File: src/rtl/tl_master_arbiter_if.sv
// One TileLink-UH A/D channel pair.
// The "master" modport is the requester side and the "slave" modport is the responder side.
interface tl_master_arbiter_if;
    // A channel: request from the master side
    logic [2:0]  a_opcode;
    logic [2:0]  a_param;
    logic [3:0]  a_size;
    logic [31:0] a_address;
    logic [3:0]  a_mask;
    logic [31:0] a_data;
    logic        a_corrupt;
    logic        a_valid;
    logic        a_ready;

    // D channel: response from the slave side
    logic [2:0]  d_opcode;
    logic [1:0]  d_param;
    logic [3:0]  d_size;
    logic        d_denied;
    logic [31:0] d_data;
    logic        d_corrupt;
    logic        d_valid;
    logic        d_ready;

    modport master (
        output a_opcode, a_param, a_size, a_address, a_mask, a_data, a_corrupt, a_valid,
        input  a_ready,
        input  d_opcode, d_param, d_size, d_denied, d_data, d_corrupt, d_valid,
        output d_ready
    );

    modport slave (
        input  a_opcode, a_param, a_size, a_address, a_mask, a_data, a_corrupt, a_valid,
        output a_ready,
        output d_opcode, d_param, d_size, d_denied, d_data, d_corrupt, d_valid,
        input  d_ready
    );
endinterface

File: src/rtl/tl_master_arbiter.sv
// Two-master TileLink-UH arbiter.
// m0 is the icache and m1 is the dcache; both share one downstream port, bus.
// One transaction is owned at a time. The owner keeps the grant until all of its
// A beats and D beats have handshaked. Priority is round-robin, and M1 is
// preferred after reset.
module tl_master_arbiter #(
    parameter int MAX_SIZE = 7
) (
    input  logic                  cpu_clock_i,
    input  logic                  cpu_reset_i,
    tl_master_arbiter_if.slave    m0,
    tl_master_arbiter_if.slave    m1,
    tl_master_arbiter_if.master   bus,
    output logic [1:0]            grant_o,
    output logic                  arb_err_o
);

    localparam logic [2:0] OP_PUT_FULL    = 3'd0;
    localparam logic [2:0] OP_PUT_PARTIAL = 3'd1;
    localparam logic [2:0] OP_GET         = 3'd4;
    localparam logic [3:0] SIZE_LIMIT     = 4'(MAX_SIZE);

    typedef enum logic {
        IDLE   = 1'b0,
        ACTIVE = 1'b1
    } state_t;

    state_t      state_reg, state_next;
    logic        owner_reg, owner_next;     // 0 = m0, 1 = m1
    logic        rr_reg, rr_next;           // 1 = prefer m1 on a tie
    logic [5:0]  a_left_reg, a_left_next;
    logic [5:0]  d_left_reg, d_left_next;
    logic        err_reg, err_next;

    // Number of 4-byte beats for a transfer of 2**size bytes.
    // Oversized requests are clamped to one full line.
    function automatic logic [5:0] beats_for(input logic [3:0] size);
        logic [5:0] n;
        if (size <= 4'd2) begin
            n = 6'd1;
        end else if (size > SIZE_LIMIT) begin
            n = 6'd32;
        end else begin
            n = 6'd1 << (size - 4'd2);
        end
        return n;
    endfunction

    // Winner selection and the beat counts loaded at grant time
    logic        any_req;
    logic        win_m1;
    logic [2:0]  win_opcode;
    logic [3:0]  win_size;
    logic [5:0]  win_beats;

    assign any_req    = m0.a_valid | m1.a_valid;
    assign win_m1     = m1.a_valid & (~m0.a_valid | rr_reg);
    assign win_opcode = win_m1 ? m1.a_opcode : m0.a_opcode;
    assign win_size   = win_m1 ? m1.a_size   : m0.a_size;
    assign win_beats  = beats_for(win_size);

    // Owner-side A fields and D ready. These are combinational so that no
    // latency is added to any beat.
    logic        active;
    logic        own_a_valid;
    logic        own_d_ready;
    logic        a_open;
    logic        a_fire;
    logic        d_fire;

    assign active      = (state_reg == ACTIVE);
    assign own_a_valid = owner_reg ? m1.a_valid : m0.a_valid;
    assign own_d_ready = owner_reg ? m1.d_ready : m0.d_ready;
    assign a_open      = (a_left_reg != 6'd0);
    assign a_fire      = active & own_a_valid & a_open & bus.a_ready;
    assign d_fire      = active & bus.d_valid & own_d_ready;

    // Per-master routing enables: route[gi] is set while master gi owns the bus.
    logic [1:0] route;
    genvar gi;
    generate
        for (gi = 0; gi < 2; gi++) begin : g_route
            assign route[gi] = active & (owner_reg == 1'(gi));
        end
    endgenerate

    // State register: arbiter FSM, owner, round-robin pointer, beat counters, sticky error
    always_ff @(posedge cpu_clock_i) begin
        if (cpu_reset_i) begin
            state_reg  <= IDLE;
            owner_reg  <= 1'b0;
            rr_reg     <= 1'b1;
            a_left_reg <= 6'd0;
            d_left_reg <= 6'd0;
            err_reg    <= 1'b0;
        end else begin
            state_reg  <= state_next;
            owner_reg  <= owner_next;
            rr_reg     <= rr_next;
            a_left_reg <= a_left_next;
            d_left_reg <= d_left_next;
            err_reg    <= err_next;
        end
    end

    // Next-state logic: grant in IDLE; in ACTIVE, count handshakes and release the bus when both counters are empty
    always_comb begin
        state_next  = state_reg;
        owner_next  = owner_reg;
        rr_next     = rr_reg;
        a_left_next = a_left_reg;
        d_left_next = d_left_reg;
        err_next    = err_reg;

        case (state_reg)
            IDLE: begin
                // bus_d_ready is high in IDLE, so any D beat here is accepted and dropped
                if (bus.d_valid) begin
                    err_next = 1'b1;
                end
                if (any_req) begin
                    state_next = ACTIVE;
                    owner_next = win_m1;
                    if (win_opcode == OP_PUT_FULL || win_opcode == OP_PUT_PARTIAL) begin
                        a_left_next = win_beats;
                    end else begin
                        a_left_next = 6'd1;
                    end
                    if (win_opcode == OP_GET) begin
                        d_left_next = win_beats;
                    end else begin
                        d_left_next = 6'd1;
                    end
                    if (win_size > SIZE_LIMIT) begin
                        err_next = 1'b1;
                    end
                end
            end
            ACTIVE: begin
                if (a_fire) begin
                    a_left_next = a_left_reg - 6'd1;
                end
                // Extra D beats beyond the expected count saturate rather than wrap
                if (d_fire && d_left_reg != 6'd0) begin
                    d_left_next = d_left_reg - 6'd1;
                end
                if (a_left_next == 6'd0 && d_left_next == 6'd0) begin
                    state_next = IDLE;
                    rr_next    = ~owner_reg;
                end
            end
            default: begin
                state_next = IDLE;
            end
        endcase
    end

    // Output muxing: owner's A bundle to the bus, bus D bundle to the owner, zeros elsewhere
    always_comb begin
        bus.a_opcode  = 3'd0;
        bus.a_param   = 3'd0;
        bus.a_size    = 4'd0;
        bus.a_address = 32'd0;
        bus.a_mask    = 4'd0;
        bus.a_data    = 32'd0;
        bus.a_corrupt = 1'b0;
        bus.a_valid   = 1'b0;
        bus.d_ready   = 1'b1;

        m0.a_ready    = 1'b0;
        m1.a_ready    = 1'b0;

        m0.d_opcode   = 3'd0;
        m0.d_param    = 2'd0;
        m0.d_size     = 4'd0;
        m0.d_denied   = 1'b0;
        m0.d_data     = 32'd0;
        m0.d_corrupt  = 1'b0;
        m0.d_valid    = 1'b0;

        m1.d_opcode   = 3'd0;
        m1.d_param    = 2'd0;
        m1.d_size     = 4'd0;
        m1.d_denied   = 1'b0;
        m1.d_data     = 32'd0;
        m1.d_corrupt  = 1'b0;
        m1.d_valid    = 1'b0;

        if (route[0]) begin
            bus.a_opcode  = m0.a_opcode;
            bus.a_param   = m0.a_param;
            bus.a_size    = m0.a_size;
            bus.a_address = m0.a_address;
            bus.a_mask    = m0.a_mask;
            bus.a_data    = m0.a_data;
            bus.a_corrupt = m0.a_corrupt;
            bus.a_valid   = m0.a_valid & a_open;
            m0.a_ready    = bus.a_ready & a_open;

            m0.d_opcode   = bus.d_opcode;
            m0.d_param    = bus.d_param;
            m0.d_size     = bus.d_size;
            m0.d_denied   = bus.d_denied;
            m0.d_data     = bus.d_data;
            m0.d_corrupt  = bus.d_corrupt;
            m0.d_valid    = bus.d_valid;
            bus.d_ready   = m0.d_ready;
        end

        if (route[1]) begin
            bus.a_opcode  = m1.a_opcode;
            bus.a_param   = m1.a_param;
            bus.a_size    = m1.a_size;
            bus.a_address = m1.a_address;
            bus.a_mask    = m1.a_mask;
            bus.a_data    = m1.a_data;
            bus.a_corrupt = m1.a_corrupt;
            bus.a_valid   = m1.a_valid & a_open;
            m1.a_ready    = bus.a_ready & a_open;

            m1.d_opcode   = bus.d_opcode;
            m1.d_param    = bus.d_param;
            m1.d_size     = bus.d_size;
            m1.d_denied   = bus.d_denied;
            m1.d_data     = bus.d_data;
            m1.d_corrupt  = bus.d_corrupt;
            m1.d_valid    = bus.d_valid;
            bus.d_ready   = m1.d_ready;
        end
    end

    assign grant_o   = route;
    assign arb_err_o = err_reg;

endmodule

File: src/flat_wrapper.sv
// flat-port wrapper written by rule: the top's interface ports become plain ports
module tl_master_arbiter_flat 
#(
    parameter int MAX_SIZE = 7
)
  (cpu_clock_i, cpu_reset_i, grant_o, arb_err_o, m0_a_opcode, m0_a_param, m0_a_size, m0_a_address, m0_a_mask, m0_a_data, m0_a_corrupt, m0_a_valid, m0_a_ready, m0_d_opcode, m0_d_param, m0_d_size, m0_d_denied, m0_d_data, m0_d_corrupt, m0_d_valid, m0_d_ready, m1_a_opcode, m1_a_param, m1_a_size, m1_a_address, m1_a_mask, m1_a_data, m1_a_corrupt, m1_a_valid, m1_a_ready, m1_d_opcode, m1_d_param, m1_d_size, m1_d_denied, m1_d_data, m1_d_corrupt, m1_d_valid, m1_d_ready, bus_a_opcode, bus_a_param, bus_a_size, bus_a_address, bus_a_mask, bus_a_data, bus_a_corrupt, bus_a_valid, bus_a_ready, bus_d_opcode, bus_d_param, bus_d_size, bus_d_denied, bus_d_data, bus_d_corrupt, bus_d_valid, bus_d_ready);
  tl_master_arbiter_if m0_i ();
  tl_master_arbiter_if m1_i ();
  tl_master_arbiter_if bus_i ();
  input  logic cpu_clock_i;
  input  logic cpu_reset_i;
  output logic [1:0] grant_o;
  output logic arb_err_o;
  input wire logic [$bits(m0_i.a_opcode)-1:0] m0_a_opcode;
  input wire logic [$bits(m0_i.a_param)-1:0] m0_a_param;
  input wire logic [$bits(m0_i.a_size)-1:0] m0_a_size;
  input wire logic [$bits(m0_i.a_address)-1:0] m0_a_address;
  input wire logic [$bits(m0_i.a_mask)-1:0] m0_a_mask;
  input wire logic [$bits(m0_i.a_data)-1:0] m0_a_data;
  input wire logic [$bits(m0_i.a_corrupt)-1:0] m0_a_corrupt;
  input wire logic [$bits(m0_i.a_valid)-1:0] m0_a_valid;
  output wire logic [$bits(m0_i.a_ready)-1:0] m0_a_ready;
  output wire logic [$bits(m0_i.d_opcode)-1:0] m0_d_opcode;
  output wire logic [$bits(m0_i.d_param)-1:0] m0_d_param;
  output wire logic [$bits(m0_i.d_size)-1:0] m0_d_size;
  output wire logic [$bits(m0_i.d_denied)-1:0] m0_d_denied;
  output wire logic [$bits(m0_i.d_data)-1:0] m0_d_data;
  output wire logic [$bits(m0_i.d_corrupt)-1:0] m0_d_corrupt;
  output wire logic [$bits(m0_i.d_valid)-1:0] m0_d_valid;
  input wire logic [$bits(m0_i.d_ready)-1:0] m0_d_ready;
  input wire logic [$bits(m1_i.a_opcode)-1:0] m1_a_opcode;
  input wire logic [$bits(m1_i.a_param)-1:0] m1_a_param;
  input wire logic [$bits(m1_i.a_size)-1:0] m1_a_size;
  input wire logic [$bits(m1_i.a_address)-1:0] m1_a_address;
  input wire logic [$bits(m1_i.a_mask)-1:0] m1_a_mask;
  input wire logic [$bits(m1_i.a_data)-1:0] m1_a_data;
  input wire logic [$bits(m1_i.a_corrupt)-1:0] m1_a_corrupt;
  input wire logic [$bits(m1_i.a_valid)-1:0] m1_a_valid;
  output wire logic [$bits(m1_i.a_ready)-1:0] m1_a_ready;
  output wire logic [$bits(m1_i.d_opcode)-1:0] m1_d_opcode;
  output wire logic [$bits(m1_i.d_param)-1:0] m1_d_param;
  output wire logic [$bits(m1_i.d_size)-1:0] m1_d_size;
  output wire logic [$bits(m1_i.d_denied)-1:0] m1_d_denied;
  output wire logic [$bits(m1_i.d_data)-1:0] m1_d_data;
  output wire logic [$bits(m1_i.d_corrupt)-1:0] m1_d_corrupt;
  output wire logic [$bits(m1_i.d_valid)-1:0] m1_d_valid;
  input wire logic [$bits(m1_i.d_ready)-1:0] m1_d_ready;
  output wire logic [$bits(bus_i.a_opcode)-1:0] bus_a_opcode;
  output wire logic [$bits(bus_i.a_param)-1:0] bus_a_param;
  output wire logic [$bits(bus_i.a_size)-1:0] bus_a_size;
  output wire logic [$bits(bus_i.a_address)-1:0] bus_a_address;
  output wire logic [$bits(bus_i.a_mask)-1:0] bus_a_mask;
  output wire logic [$bits(bus_i.a_data)-1:0] bus_a_data;
  output wire logic [$bits(bus_i.a_corrupt)-1:0] bus_a_corrupt;
  output wire logic [$bits(bus_i.a_valid)-1:0] bus_a_valid;
  input wire logic [$bits(bus_i.a_ready)-1:0] bus_a_ready;
  input wire logic [$bits(bus_i.d_opcode)-1:0] bus_d_opcode;
  input wire logic [$bits(bus_i.d_param)-1:0] bus_d_param;
  input wire logic [$bits(bus_i.d_size)-1:0] bus_d_size;
  input wire logic [$bits(bus_i.d_denied)-1:0] bus_d_denied;
  input wire logic [$bits(bus_i.d_data)-1:0] bus_d_data;
  input wire logic [$bits(bus_i.d_corrupt)-1:0] bus_d_corrupt;
  input wire logic [$bits(bus_i.d_valid)-1:0] bus_d_valid;
  output wire logic [$bits(bus_i.d_ready)-1:0] bus_d_ready;
  assign m0_i.a_opcode = m0_a_opcode;
  assign m0_i.a_param = m0_a_param;
  assign m0_i.a_size = m0_a_size;
  assign m0_i.a_address = m0_a_address;
  assign m0_i.a_mask = m0_a_mask;
  assign m0_i.a_data = m0_a_data;
  assign m0_i.a_corrupt = m0_a_corrupt;
  assign m0_i.a_valid = m0_a_valid;
  assign m0_a_ready = m0_i.a_ready;
  assign m0_d_opcode = m0_i.d_opcode;
  assign m0_d_param = m0_i.d_param;
  assign m0_d_size = m0_i.d_size;
  assign m0_d_denied = m0_i.d_denied;
  assign m0_d_data = m0_i.d_data;
  assign m0_d_corrupt = m0_i.d_corrupt;
  assign m0_d_valid = m0_i.d_valid;
  assign m0_i.d_ready = m0_d_ready;
  assign m1_i.a_opcode = m1_a_opcode;
  assign m1_i.a_param = m1_a_param;
  assign m1_i.a_size = m1_a_size;
  assign m1_i.a_address = m1_a_address;
  assign m1_i.a_mask = m1_a_mask;
  assign m1_i.a_data = m1_a_data;
  assign m1_i.a_corrupt = m1_a_corrupt;
  assign m1_i.a_valid = m1_a_valid;
  assign m1_a_ready = m1_i.a_ready;
  assign m1_d_opcode = m1_i.d_opcode;
  assign m1_d_param = m1_i.d_param;
  assign m1_d_size = m1_i.d_size;
  assign m1_d_denied = m1_i.d_denied;
  assign m1_d_data = m1_i.d_data;
  assign m1_d_corrupt = m1_i.d_corrupt;
  assign m1_d_valid = m1_i.d_valid;
  assign m1_i.d_ready = m1_d_ready;
  assign bus_a_opcode = bus_i.a_opcode;
  assign bus_a_param = bus_i.a_param;
  assign bus_a_size = bus_i.a_size;
  assign bus_a_address = bus_i.a_address;
  assign bus_a_mask = bus_i.a_mask;
  assign bus_a_data = bus_i.a_data;
  assign bus_a_corrupt = bus_i.a_corrupt;
  assign bus_a_valid = bus_i.a_valid;
  assign bus_i.a_ready = bus_a_ready;
  assign bus_i.d_opcode = bus_d_opcode;
  assign bus_i.d_param = bus_d_param;
  assign bus_i.d_size = bus_d_size;
  assign bus_i.d_denied = bus_d_denied;
  assign bus_i.d_data = bus_d_data;
  assign bus_i.d_corrupt = bus_d_corrupt;
  assign bus_i.d_valid = bus_d_valid;
  assign bus_d_ready = bus_i.d_ready;
  tl_master_arbiter #(.MAX_SIZE(MAX_SIZE)) u_core (.cpu_clock_i(cpu_clock_i), .cpu_reset_i(cpu_reset_i), .m0(m0_i), .m1(m1_i), .bus(bus_i), .grant_o(grant_o), .arb_err_o(arb_err_o));
endmodule
File: config.mk
export PLATFORM = sky130hd
export DESIGN_NAME = tl_master_arbiter_flat
export DESIGN_NICKNAME = d
export VERILOG_FILES = /design/src/rtl/tl_master_arbiter_if.sv /design/src/rtl/tl_master_arbiter.sv /design/src/flat_wrapper.sv
export SDC_FILE = /design/constraint.sdc
export NUM_CORES = 1
export LEC_CHECK = 0
export ABC_AREA = 1
export ABC_CLOCK_PERIOD_IN_PS = 2100
export CORE_AREA = 2 2 150 152
export DETAILED_ROUTE_END_ITERATION = 8
export DIE_AREA = 0 0 152 154
export PLACE_DENSITY = 0.44
export SLEW_MARGIN = 5
export SYNTH_ARGS = -nofsm -noshare
export SYNTH_HDL_FRONTEND = slang
export SYNTH_SLANG_ARGS = --single-unit
File: constraint.sdc
create_clock -name cpu_clock_i -period 2.1 [get_ports cpu_clock_i]
set_clock_uncertainty 0.05 [all_clocks]
set_input_delay 0.42 -clock cpu_clock_i [delete_from_list [all_inputs] [get_ports cpu_clock_i]]
set_output_delay 0.42 -clock cpu_clock_i [all_outputs]
set_load 0.02 [all_outputs]
==> reports/qor.yml <==
status: "complete, no violations"
synth_area_um2: 2780
area_growth_pct: 167
via_count: 4890
synth-seq-area-share_pct: 11.5
slew_headroom_pct: 80.3
first_pass_iters: 4
synth.largest_area_cell: "a22o_1"
via_per_inst: 4.02
synth_seq_cells: 16
synth_nets: 715
worstHoldStart: "u_core.rr_reg$_SDFFE_PP1P_"
clockBufferDepth: 2
std_cell_rows: 54
finalNonFillerCells: 1215
place_inst: 1201
root_buffer: "clkbuf_16"
end_kind: "primary output"
whs_ps: 455
port_buffers: 382
cts_hold_buf: 0
ir_worst_vdd_mv: 0.298
path_clk_slew_ps: 50
p_leak_nw: 3.88
ys_types: 34
maxCapViolations: 0
wl_um: 23000
gp_congestion: 0.802
grt_max_degree: 47
yosysTopAreaCellShare_pct: 22.7
clock-sinks: 16
wl_per_cell_um: 18.9
die_h_um: 154
drtAntennaViolNets: 0
io_pins: 383
cp-start-kind: "flop"
internal_power_mw: 1.76
period_needed_ps: 2030
tightest_slew_ps: 297
grt_pass1_wl_um: 32500
die_area_um2: 23400
worst-path-max-fanout: 7
final_max_slew_viol_count: 0
fillers: 2379
ys_warn_count: 0
crit_required_ps: 1630
p_switching_mw: 1.39
cts_tree: "built"
overflow: 0
multi_input_area_um2: 2050
regArea_um2: 328
r2r-start: "u_core.owner_reg$_SDFFE_PP0P_"
grt_usage_pct: 18.3
crit_path_start: "u_core.active$_SDFF_PP0_"
drive_above_1_share_pct: 22.3
seq_power_share_pct: 11.2
p_clk_share_pct: 13.3
synth.avg_cell_area_um2: 5.54
initial_core_util_pct: 12.8
fin_crit_sh_pct: 96.8
fmax_mhz: 492
critPathArrivalTime_ps: 1560
cts_buffers: 3
yosys-top-cells-area: "a22o_1 23%, nor2_1 16%, nand2_1 14%"
dpl.hpwl_um: 19900
clkLatencyLatePin_ps: 250
comb_power_share_pct: 75.4
core_area_um2: 21700
antenna_found_initial: 3
hold_path.class: "reg2reg"
synth_cells: 502
sw_frac_of_total_pct: 44.0
drc: 0
htree_levels: 1
p_per_area_nw_per_um2: 425
drt_iter0_markers: 254
die_x_um: 152
nets: 1146
crit_type: "reg2out"
report.final.setup_viol: 0
hold_violations: 0
grt_pass1_vias: 4933
[through the flow]
step / TNS [ps] / setup WS, ps / instance area [um2] / power [mW] / utilization, %
2_1_floorplan: 0 / 185 / 2780 / 1.43 / -
3_3_place_gp: -12860 / -308 / 7390 / 2.85 / 34.1
3_5_place_dp: -14190 / -302 / 7390 / 2.84 / 34.1
4_1_cts: -10.6 / -10.6 / 7360 / 3.16 / 34.0
5_1_grt: -22.9 / -22.9 / 7410 / 3.35 / 34.2
6_report: 0 / 67.1 / 7420 / 3.15 / 34.2
[synthesized netlist by cell type (all sizes together)]
cell / count
a211oi: 2
a21boi: 1
a21oi: 4
a22o: 72
a31oi: 6
buf: 18
clkbuf: 13
clkinv: 1
dfxtp: 16
ha: 4
inv: 85
nand2: 107
nand3: 19
nand3b: 1
nand4: 8
nor2: 120
nor3: 1
o211ai: 2
o21a: 1
o21ai: 19
xor2: 2
[cell usage in the layout (no fill, tap or decap), types with 2 or more instances in the layout]
cell | Yosys | final
dfxtp_1 | 16 | 14
dlygate4sd2_1 | 0 | 59
o211ai_1 | 2 | 2
dfxtp_4 | 0 | 2
buf_12 | 0 | 10
nand2_1 | 102 | 98
nand2_2 | 4 | 6
o21ai_1 | 1 | 2
nand4_1 | 8 | 8
o21ai_0 | 13 | 10
clkbuf_16 | 0 | 4
a31oi_1 | 6 | 6
xor2_1 | 2 | 2
buf_6 | 1 | 4
clkdlybuf4s15_2 | 0 | 24
dlymetal6s2s_1 | 0 | 6
nand3_1 | 17 | 17
inv_1 | 82 | 82
nor2_1 | 115 | 113
a211oi_1 | 2 | 2
clkdlybuf4s50_1 | 0 | 207
inv_2 | 3 | 3
buf_2 | 9 | 46
clkbuf_2 | 0 | 3
diode_2 | 0 | 3
nor2_4 | 3 | 4
clkdlybuf4s15_1 | 0 | 14
nor2_2 | 2 | 3
buf_4 | 1 | 80
nand2_4 | 1 | 3
o21ai_2 | 4 | 5
o21ai_4 | 1 | 2
a21oi_1 | 4 | 4
ha_1 | 4 | 4
a22o_1 | 72 | 71
[metal layers]
layer / routed length (um) / GRT usage, % / vias up
met5: 8 / 0 / -
met4: 127 / 1.51 / 2
met3: 1890 / 5.50 / 8
met2: 11600 / 33.5 / 196
met1: 9350 / 21.8 / 2193
li1: - / - / 2491
[worst max-delay path, stage by stage (launching register included)]
cell and delay [ps]:
dfxtp_4 360, inv_2 50, nor2_4 140, buf_4 150
buf_6 120, a22o_1 140, clkdlybuf4s15_1 360
[power by group through the flow]
stage | clock network, mW | registers, mW | logic (mW)
finish | 0.419 | 0.354 | 2.38
global route | 0.441 | 0.357 | 2.56
CTS | 0.423 | 0.354 | 2.38
detailed placement | 0 | 0.358 | 2.48
global placement | 0 | 0.359 | 2.49
floorplan | 0 | 0.353 | 1.08
[repair_timing]
action | in CTS | in global routing
endpoints found under the setup margin | 161 | 35
gates cloned | 2 | 1
gates resized for setup | 368 | 29
setup buffers | 3 | 1
pin swaps | 3 | 10
[worst paths after layout]
kind                                                   end  slack [ps]  depth (start not counted)
worst min-delay path            u_core.rr_reg$_SDFFE_PP1P_         460                          2
worst max register to register  u_core.rr_reg$_SDFFE_PP1P_         210                         15
worst max-delay path                        bus_a_data[23]          70                          6
worst min register to register  u_core.rr_reg$_SDFFE_PP1P_         460                          2
[cell type report]
| class | count | share of cell area, % |
|---|---|---|
| flip-flops and latches | 16 | 4.42 |
| diodes | 3 | 0.101 |
| multi-input cells | 369 | 27.7 |
| well taps | 280 | 4.72 |
| clock buffers | 4 | 1.20 |
| repair buffers | 457 | 57.4 |
| inverters | 86 | 4.42 |
[kinds of logic after synthesis]
family	synth area share (%)
AOI/OAI and AO/OA	30.7
xor gates and xnor gates	0.630
adders and majority gates	1.80
buffers and inverters	16.6
DFF	11.5
and+or+nand+nor	38.7
(Power assumes the default switching activity.)
